## config.mk

```make
export PLATFORM = sky130hd
export DESIGN_NAME = sprite_line_fetcher
export DESIGN_NICKNAME = d
export VERILOG_FILES = /design/src/rtl/sprite_line_fetcher.sv
export SDC_FILE = /design/constraint.sdc
export NUM_CORES = 1
export LEC_CHECK = 0
export CORE_UTILIZATION = 45
export CTS_CLUSTER_SIZE = 20
export DETAILED_ROUTE_END_ITERATION = 8
export DONT_BUFFER_PORTS = 1
export PLACE_DENSITY = 0.62
export SYNTH_ARGS = -nofsm -noshare
export SYNTH_HDL_FRONTEND = slang
export SYNTH_SLANG_ARGS = --single-unit
```

## constraint.sdc

```tcl
create_clock -name clk_draw -period 11 [get_ports clk_draw]
set_clock_uncertainty 0.2 [all_clocks]
set_input_delay 1.65 -clock clk_draw [delete_from_list [all_inputs] [get_ports clk_draw]]
set_output_delay 1.65 -clock clk_draw [all_outputs]
set_load 0.02 [all_outputs]
```

## src/rtl/sprite_line_fetcher.sv

```systemverilog
// sprite_line_fetcher
//   Walks the active sprite list for one scanline and draws each sprite's
//   tiles into the line buffer. Per tile: tilemap read -> bitmap read ->
//   16 pixel writes (8 source pixels, each doubled horizontally).
// Ports:
//   clk_draw, rst_draw       draw clock, async active-high reset
//   line                     start-of-line pulse (restarts the list walk)
//   sprite_index             active-list index presented to the matcher
//   valid, tilemap_addr,     matcher entry, valid one cycle after index
//   bitmap_addr
//   tm_rd_en/addr/data       tilemap read port (data one cycle after en)
//   bm_rd_en/addr/data       bitmap read port (data one cycle after en)
//   lb_we/waddr/wdata        line-buffer pixel write
//   busy, overrun            list walk in progress / sticky line-while-busy

package sprite_line_fetcher_pkg;
    localparam int unsigned TM_ADDR_W  = 14;
    localparam int unsigned TILE_CNT_W = 5;
    localparam int unsigned LB_ADDR_W  = 12;
    localparam int unsigned BM_ADDR_W  = 18;
    localparam int unsigned IDX_W      = 9;

    typedef struct packed {
        logic                  x_flip;
        logic [TILE_CNT_W-1:0] tile_count;
        logic [TM_ADDR_W-1:0]  tilemap_addr;
    } active_tilemap_addr_t;

    typedef struct packed {
        logic [LB_ADDR_W-1:0] lb_addr;
        logic [BM_ADDR_W-1:0] tile_bitmap_addr;
    } active_bitmap_addr_t;
endpackage

module sprite_line_fetcher
    import sprite_line_fetcher_pkg::*;
#(
    parameter int unsigned LB_SIZE   = 1280,
    parameter int unsigned MAX_TILES = 16
) (
    input  logic                       clk_draw,
    input  logic                       rst_draw,
    input  logic                       line,
    output logic [IDX_W-1:0]           sprite_index,
    input  logic                       valid,
    input  active_tilemap_addr_t       tilemap_addr,
    input  active_bitmap_addr_t        bitmap_addr,
    output logic                       tm_rd_en,
    output logic [TM_ADDR_W-1:0]       tm_rd_addr,
    input  logic [15:0]                tm_rd_data,
    output logic                       bm_rd_en,
    output logic [BM_ADDR_W-1:0]       bm_rd_addr,
    input  logic [31:0]                bm_rd_data,
    output logic                       lb_we,
    output logic [LB_ADDR_W-1:0]       lb_waddr,
    output logic [3:0]                 lb_wdata,
    output logic                       busy,
    output logic                       overrun
);

    typedef enum logic [2:0] {
        S_IDLE,
        S_ENTRY,
        S_TILEMAP,
        S_BITMAP,
        S_DRAW
    } state_t;

    state_t                 state_q, state_n;
    logic                   phase_q, phase_n;       // first/second cycle of ENTRY, TILEMAP, BITMAP
    logic [3:0]             k_q, k_n;               // draw step within a tile
    logic                   flip_q, flip_n;
    logic [TM_ADDR_W-1:0]   tm_base_q, tm_base_n;
    logic [BM_ADDR_W-1:0]   bm_base_q, bm_base_n;
    logic [LB_ADDR_W-1:0]   x_cur_q, x_cur_n;
    logic [TILE_CNT_W-1:0]  cnt_q, cnt_n;           // tiles still to draw
    logic [TILE_CNT_W-1:0]  tile_num_q, tile_num_n; // tiles already drawn
    logic [31:0]            row_q, row_n;

    logic [IDX_W-1:0]       sprite_index_n;
    logic                   busy_n, overrun_n;
    logic                   tm_rd_en_n, bm_rd_en_n, lb_we_n;
    logic [TM_ADDR_W-1:0]   tm_rd_addr_n;
    logic [BM_ADDR_W-1:0]   bm_rd_addr_n;
    logic [LB_ADDR_W-1:0]   lb_waddr_n;
    logic [3:0]             lb_wdata_n;
    logic                   sprite_done;

    logic [TILE_CNT_W-1:0]  clamp_cnt;
    logic [31:0]            draw_word;
    logic [3:0]             draw_k;
    logic [2:0]             src_idx;
    logic [3:0]             draw_pix;
    logic [LB_ADDR_W-1:0]   draw_addr;
    logic                   draw_we;
    logic                   unused_tm_hi;

    // Only the tile-index field of the tilemap word is consumed.
    assign unused_tm_hi = ^tm_rd_data[15:10];

    assign clamp_cnt = (32'(tilemap_addr.tile_count) > MAX_TILES)
                     ? TILE_CNT_W'(MAX_TILES) : tilemap_addr.tile_count;

    // Pixel for the next write: step 0 comes straight off the bitmap port,
    // later steps from the captured row.
    always_comb begin
        draw_word = row_q;
        draw_k    = k_q + 4'd1;
        if (state_q == S_BITMAP) begin
            draw_word = bm_rd_data;
            draw_k    = 4'd0;
        end
        src_idx   = flip_q ? 3'(3'd7 - draw_k[3:1]) : draw_k[3:1];
        draw_pix  = draw_word[{src_idx, 2'b00} +: 4];
        draw_addr = x_cur_q + LB_ADDR_W'(draw_k);
        draw_we   = (draw_pix != 4'd0) && (32'(draw_addr) < LB_SIZE);
    end

    // State and output registers.
    always_ff @(posedge clk_draw or posedge rst_draw) begin
        if (rst_draw) begin
            state_q      <= S_IDLE;
            phase_q      <= 1'b0;
            k_q          <= '0;
            flip_q       <= 1'b0;
            tm_base_q    <= '0;
            bm_base_q    <= '0;
            x_cur_q      <= '0;
            cnt_q        <= '0;
            tile_num_q   <= '0;
            row_q        <= '0;
            sprite_index <= '0;
            busy         <= 1'b0;
            overrun      <= 1'b0;
            tm_rd_en     <= 1'b0;
            tm_rd_addr   <= '0;
            bm_rd_en     <= 1'b0;
            bm_rd_addr   <= '0;
            lb_we        <= 1'b0;
            lb_waddr     <= '0;
            lb_wdata     <= '0;
        end else begin
            state_q      <= state_n;
            phase_q      <= phase_n;
            k_q          <= k_n;
            flip_q       <= flip_n;
            tm_base_q    <= tm_base_n;
            bm_base_q    <= bm_base_n;
            x_cur_q      <= x_cur_n;
            cnt_q        <= cnt_n;
            tile_num_q   <= tile_num_n;
            row_q        <= row_n;
            sprite_index <= sprite_index_n;
            busy         <= busy_n;
            overrun      <= overrun_n;
            tm_rd_en     <= tm_rd_en_n;
            tm_rd_addr   <= tm_rd_addr_n;
            bm_rd_en     <= bm_rd_en_n;
            bm_rd_addr   <= bm_rd_addr_n;
            lb_we        <= lb_we_n;
            lb_waddr     <= lb_waddr_n;
            lb_wdata     <= lb_wdata_n;
        end
    end

    // Next-state and next-output logic. Read strobes and writes are
    // one-cycle pulses, so they default low.
    always_comb begin
        state_n        = state_q;
        phase_n        = phase_q;
        k_n            = k_q;
        flip_n         = flip_q;
        tm_base_n      = tm_base_q;
        bm_base_n      = bm_base_q;
        x_cur_n        = x_cur_q;
        cnt_n          = cnt_q;
        tile_num_n     = tile_num_q;
        row_n          = row_q;
        sprite_index_n = sprite_index;
        busy_n         = busy;
        overrun_n      = overrun;
        tm_rd_en_n     = 1'b0;
        tm_rd_addr_n   = tm_rd_addr;
        bm_rd_en_n     = 1'b0;
        bm_rd_addr_n   = bm_rd_addr;
        lb_we_n        = 1'b0;
        lb_waddr_n     = lb_waddr;
        lb_wdata_n     = lb_wdata;
        sprite_done    = 1'b0;

        case (state_q)
            S_IDLE: begin
            end

            S_ENTRY: begin
                if (!phase_q) begin
                    phase_n = 1'b1;
                end else begin
                    phase_n = 1'b0;
                    if (!valid) begin
                        state_n = S_IDLE;
                        busy_n  = 1'b0;
                    end else begin
                        flip_n     = tilemap_addr.x_flip;
                        tm_base_n  = tilemap_addr.tilemap_addr;
                        bm_base_n  = bitmap_addr.tile_bitmap_addr;
                        x_cur_n    = bitmap_addr.lb_addr;
                        cnt_n      = clamp_cnt;
                        tile_num_n = '0;
                        if (clamp_cnt == '0) begin
                            sprite_done = 1'b1;
                        end else begin
                            state_n      = S_TILEMAP;
                            tm_rd_en_n   = 1'b1;
                            tm_rd_addr_n = tilemap_addr.tilemap_addr;
                        end
                    end
                end
            end

            S_TILEMAP: begin
                if (!phase_q) begin
                    phase_n = 1'b1;
                end else begin
                    phase_n      = 1'b0;
                    state_n      = S_BITMAP;
                    bm_rd_en_n   = 1'b1;
                    bm_rd_addr_n = bm_base_q + BM_ADDR_W'(tm_rd_data[9:0]);
                end
            end

            S_BITMAP: begin
                if (!phase_q) begin
                    phase_n = 1'b1;
                end else begin
                    phase_n    = 1'b0;
                    state_n    = S_DRAW;
                    row_n      = bm_rd_data;
                    k_n        = 4'd0;
                    lb_we_n    = draw_we;
                    lb_waddr_n = draw_addr;
                    lb_wdata_n = draw_pix;
                end
            end

            S_DRAW: begin
                if (k_q != 4'd15) begin
                    k_n        = k_q + 4'd1;
                    lb_we_n    = draw_we;
                    lb_waddr_n = draw_addr;
                    lb_wdata_n = draw_pix;
                end else begin
                    x_cur_n    = x_cur_q + LB_ADDR_W'(16);
                    cnt_n      = cnt_q - TILE_CNT_W'(1);
                    tile_num_n = tile_num_q + TILE_CNT_W'(1);
                    if (cnt_q != TILE_CNT_W'(1)) begin
                        state_n      = S_TILEMAP;
                        tm_rd_en_n   = 1'b1;
                        tm_rd_addr_n = tm_base_q + TM_ADDR_W'(tile_num_q + TILE_CNT_W'(1));
                    end else begin
                        sprite_done = 1'b1;
                    end
                end
            end

            default: begin
                state_n = S_IDLE;
                busy_n  = 1'b0;
            end
        endcase

        // Index 511 is the last list slot: stop instead of wrapping.
        if (sprite_done) begin
            phase_n = 1'b0;
            if (&sprite_index) begin
                state_n = S_IDLE;
                busy_n  = 1'b0;
            end else begin
                state_n        = S_ENTRY;
                sprite_index_n = sprite_index + IDX_W'(1);
            end
        end

        // A line pulse restarts the walk from any state, dropping any tile
        // in flight.
        if (line) begin
            overrun_n      = overrun | busy;
            state_n        = S_ENTRY;
            phase_n        = 1'b0;
            sprite_index_n = '0;
            busy_n         = 1'b1;
            tm_rd_en_n     = 1'b0;
            bm_rd_en_n     = 1'b0;
            lb_we_n        = 1'b0;
        end
    end

endmodule

```

* After elaboration in Yosys (flattened, before gate mapping) *
Cells that the tools add are included.

cells by class
  shift operators = 1
  bitwise logic cells = 1
  mux-type cells = 75
  magnitude comparators = 2
  equal/unequal tests = 21
  add/subtract/negate cells = 10
  reduce and logical (&&, ||, !) cells = 19

operator list
  cell                                                  number
  2-to-1 mux 14 bit                                     5
  2-to-1 mux 12 bit                                     5
  one-hot mux 12 bit (2 select lines)                   2
  2-to-1 mux 5 bit                                      7
  2-to-1 mux 32 bit                                     1
  variable part select 32 x 6 -> 4 bit                  1
  2-to-1 mux 3 bit                                      10
  one-hot mux 14 bit (2 select lines)                   1
  2-to-1 mux 1 bit                                      27
  2-to-1 mux 9 bit                                      3
  != test 4 bit, second input constant                  6
  2-to-1 mux 4 bit                                      5
  one-hot mux 5 bit (2 select lines)                    2
  adder 18 x 10 -> 18 bit                               1
  != test 2 bit, second input constant                  8
  one-hot mux 4 bit (2 select lines)                    2
  one-hot mux 3 bit (5 select lines)                    1
  adder 14 x 6 -> 14 bit                                1
  adder 12 x 4 -> 12 bit                                1
  adder 12 x 5 -> 12 bit, second input constant         1
  < comparator 12 x 11 -> 1 bit, second input constant  1
  adder 9 x 1 -> 9 bit, second input constant           1
  AND reduction 9 bit                                   1
  one-hot mux 1 bit (2 select lines)                    4
  26 further kinds                                      32

storage, ports and cells
  output and inout bits = 62
  register bits = 157
  logic and storage cells = 149
  input bits = 102

* Depth between registers and ports, before layout *
  word-level depth = 10
  gate-level depth with buffers = 13
  mapped depth without buffers = 11

* Worst setup path before layout *
No wires, ideal clock.

  kind = input-to-reg
  start point = input port tm_rd_data[1]
  end point = register bm_rd_addr[15]
  path buffers = 0
  cell stages on the path = 8
  slack = 7.386 ns
  library setup time = 0.124 ns
  data arrival time = 3.290 ns
  data required time = 10.676 ns
  path through = ha_1 -> a21o_1 -> a21oi_1 -> o21ai_1 -> a21oi_1 -> o31ai_1 -> a41oi_1 -> o31a_1

between the ends
  cells in the longest elaborated chain, start to end = 1

ends and longest elaborated chain
  what                     line  text
  start: declaration       50    input logic [15:0] tm_rd_data,
  adder 18 x 10 -> 18 bit  228   bm_rd_addr_n = bm_base_q + BM_ADDR_W'(tm_rd_data[9:0]);
  end signal: assignment   159   bm_rd_addr <= bm_rd_addr_n;
  end: declaration         52    output logic [BM_ADDR_W-1:0] bm_rd_addr,

Every way passes these cells.
A chain may end at the register's enable or synchronous reset.

* Worst setup path in the final report *
  start point = register state_q[0]
  end point = register lb_we

between the ends
  cells in the longest elaborated chain, start to end = 10
  elaborated cells on any way between the ends = 15
  those cells by class = 2 x add/sub; 1 x order compare; 2 x eq/ne; 1 x shift; 7 x mux; 2 x reduce/logical

ends and longest elaborated chain
  what                                                                            line  text
  start: declaration                                                              69    state_t state_q, state_n;
  start signal: assignment                                                        143   state_q <= state_n;
  parallel branches: the longest is 8 deep, another holds adder 12 x 4 -> 12 bit  --
  one-hot mux 1 bit (2 select lines) *                                            191   case (state_q)
  2-to-1 mux 1 bit *                                                              286   if (line) begin
  via lb_we_n                                                                     82    logic tm_rd_en_n, bm_rd_en_n, lb_we_n;
  end signal: assignment                                                          160   lb_we <= lb_we_n;
  end: declaration                                                                54    output logic lb_we,

Mark *: on every way through the listed nets, which the timed path passes.

==> impl_results.md <==
- Status: finished, final reports clean
- Largest family of logic cells by synthesized area: multiplexers
- Buf/Inv on CP: 1
- Hold Buf Count CTS: 0
- Yosys reg bits: 157
- DR iter-0 viols: 398
- Worst setup SP type: register
- Worst-skew pair later-pin latency: 0.42 ns
- Placed wire-length estimate: 13890 um
- F_max: 263.6 MHz
- WP data required: 11.15 ns
- Compound-gate portion of the synthesized area: 0.1148
- Yosys top cell area share: 0.4610
- Setup CP Type: register to register
- Die area: 19500 um^2
- P&R area growth vs syn: 9.146%
- Area leader, netlist: dfrtp_1
- All-Layer GR Usage: 0.2080
- CP arrival: 3.95 ns
- Top_reg_cell synth: dfrtp_1
- Mux share of post-synthesis cell area: 0.1569
- Setup violators final: 0
- Most Frequent Cell on Critical Path: a21o_1
- CTS tree: done
- Final hold vios: 0
- Number of synthesized flops with an enable pin: 0
- Share of layout cells above drive strength 1: 0.1528
- Clk root buf: clkbuf_16
- Setup WS post-layout: 7.206 ns
- Fraction of the mapped netlist area in simple logic gates: 0.1393
- # nets final: 936
- Row count: 49
- Filler cells: 1664
- Setup Buffers After CTS: 0
- Synth Warn #: 0
- Syn Nets: 950
- Syn Inst Count: 819
- CP Capture Type: register
- CP max FO: 39
- Worst vdd ir: 0.0001684 V
- Slew Limit Fails: 0
- Slew margin rel.: 0.2877
- PD cells: 296.3 nW/um^2
- CTS resizes: 0
- H-tree level count: 4
- Port-buffer cells: 0
- Pre-CTS setup slack: 6.895 ns
- Core area: 18270 um^2
- Least-Margin Pin Slew: 1.068 ns
- Mean routed wirelength per cell: 18.54 um
- Initial Util: 0.4665
- Final Cycle Share: 0.3449
- DRC Markers: 0
- Max incr delay on CP: 0.60 ns
- Critical Path, Cell by Cell: and3b_2 -> buf_4 -> nor2b_1 -> ha_1 -> a21o_1 -> a21o_1 -> a21oi_1 -> nor2_1 -> xnor2_1 -> a21boi_0 -> o2111a_1
- Via/cell ratio: 5.726
- Total routed wirelength: 19440 um
- CP delay by family, top: compound AO/OA/AOI/OAI gates
- Initial antenna violation count: 1
- RR Startpoint: state_q[0]$_DFFE_PP0P_
- Die H: 139.6 um
- Adder-cell share of the synthesized area: 0.04521
- RSZ-0062 raised after global routing: false
- Post-synthesis instance area: 8523 um^2
- Slowest-stage cell, CP: dfrtp_1
- Number of distinct library cells after synthesis: 66
- Synth top area cells: dfrtp_1, mux2_2, mux2i_1
- Max-Cap Viols: 0
- First-pass GRT wire length: 31770 um
- Maximum root-to-sink buffer count: 2
- CTS buffer count: 17
- Vias in the first global route: 6178
- IO Pins: 164
- Vias post-DR: 6001
- Clock sink total: 157
- Global route overflow: 0
- Register area share after synthesis: 0.4610
- Post-route ant nets: 0
- Die W: 139.6 um
- Synth Area in XOR/XNOR: 0.04932
- Min-Delay Path Class: register to register
- Core Util, Final: 0.5092
- Overall Power: 0.002757 W
- First-pass DRT Iterations: 4
- Synth top cells by count: dfrtp_1, nand2_1, mux2_2, nor2_1, o21ai_0
- Clock transition at path regs: 0.07 ns
- HP Start: row_q[30]$_DFFE_PP0P_
- Minimum clock period: 3.794 ns
- Static Leak: 3.915 nW
- Most frequent cell after synthesis: dfrtp_1
- Fraction of registers with async set/reset: 1.000
- Final GP Congestion: 0.7787
- Origin of the worst setup path: state_q[0]$_DFFE_PP0P_
- Syn Area/Cell: 10.41 um^2
- Setup TNS: 0 ns
- Largest net degree at the start of global routing: 81
[through the flow]
stage / hold slack [ns] / std cells / cell area (um^2)
after global routing: 0.3151 / 1047 / 9300
after CTS: 0.3075 / 1047 / 9300
after floorplan: 0.2787 / 819 / 8523
after detailed placement: 0.2925 / 1015 / 8692
after global placement: 0.2860 / 1015 / 8692
final: 0.3047 / 1048 / 9303
[final cells by class]
| class | instances | area [um^2] | share of cell area |
|---|---|---|---|
| multi-input cells | 598 | 4325 | 0.4650 |
| flip-flops and latches | 157 | 3929 | 0.4223 |
| clock buffers | 17 | 425.4 | 0.04573 |
| well taps | 229 | 286.5 | 0.03080 |
| clock inverters | 15 | 182.7 | 0.01964 |
| inverters | 23 | 91.34 | 0.009818 |
| repair buffers | 8 | 60.06 | 0.006456 |
| diodes | 1 | 2.502 | 0.0002690 |
[kinds of logic (layout without fill, tap and decap cells)]
kind of cell	after synthesis	in the layout
buf+inv	64	63
mux	118	118
flops	157	157
simple gates	249	249
fa+ha+maj	29	29
xor+xnor	45	45
compound gates	157	157
other cells	0	1
[cell usage in the layout, fill, tap and decap left out, drive strengths merged, types with 5 or more instances in the layout]
cell and n:
nand4 9, and3 8, xnor2 29, nor2b 8, mux2i 47, nand3 24, nand2 101, ha 26
mux2 65, inv 29, dfrtp 157, o211ai 7, a21o 6, buf 8, o21ai 51, nand3b 6
a21oi 49, nand2b 12, xor2 16, clkinv 6, nor3b 6, clkbuf 17, mux4 6, nor3 6
nor2 54, o22ai 5
[registers in the layout, indices dropped and copies added (netlist names), 5 cells and up]
signal        cells
tile_num_q        5
row_q            32
sprite_index      9
x_cur_q          12
tm_rd_addr       14
lb_waddr         12
cnt_q             5
tm_base_q        14
bm_rd_addr       18
bm_base_q        18
[per-layer routing]
metal  wire, um  track usage  vias to the layer above
met5          0            0                        -
met4        280      0.06073                        0
met2       9671       0.3589                      152
li1           -            -                     2875
met3       1331      0.07295                       17
met1       8151       0.2438                     2957
[where the power goes]
part	internal (W)	switching (W)	total, W
Sequential	0.000826	0.000328	0.00115
Combinational	0.000497	0.000491	0.000988
Clock	0.000361	0.000253	0.000615
Total	0.00168	0.00107	0.00276
[path summary, 6_finish.rpt]
kind / end / slack (ns) / cells past startpoint
hold reg to reg: row_q[30]$_DFFE_PP0P_ / 0.30 / 1
setup reg to reg: lb_we$_DFF_PP0_ / 7.21 / 11
hold / removal: row_q[30]$_DFFE_PP0P_ / 0.30 / 1
min in group asynchronous: x_cur_q[0]$_DFFE_PP0P_ / 1.00 / 1
max in group asynchronous: tile_num_q[3]$_DFFE_PP0P_ / 8.05 / 2
setup / recovery: lb_we$_DFF_PP0_ / 7.21 / 11
Power figures use the tool's default switching activity.
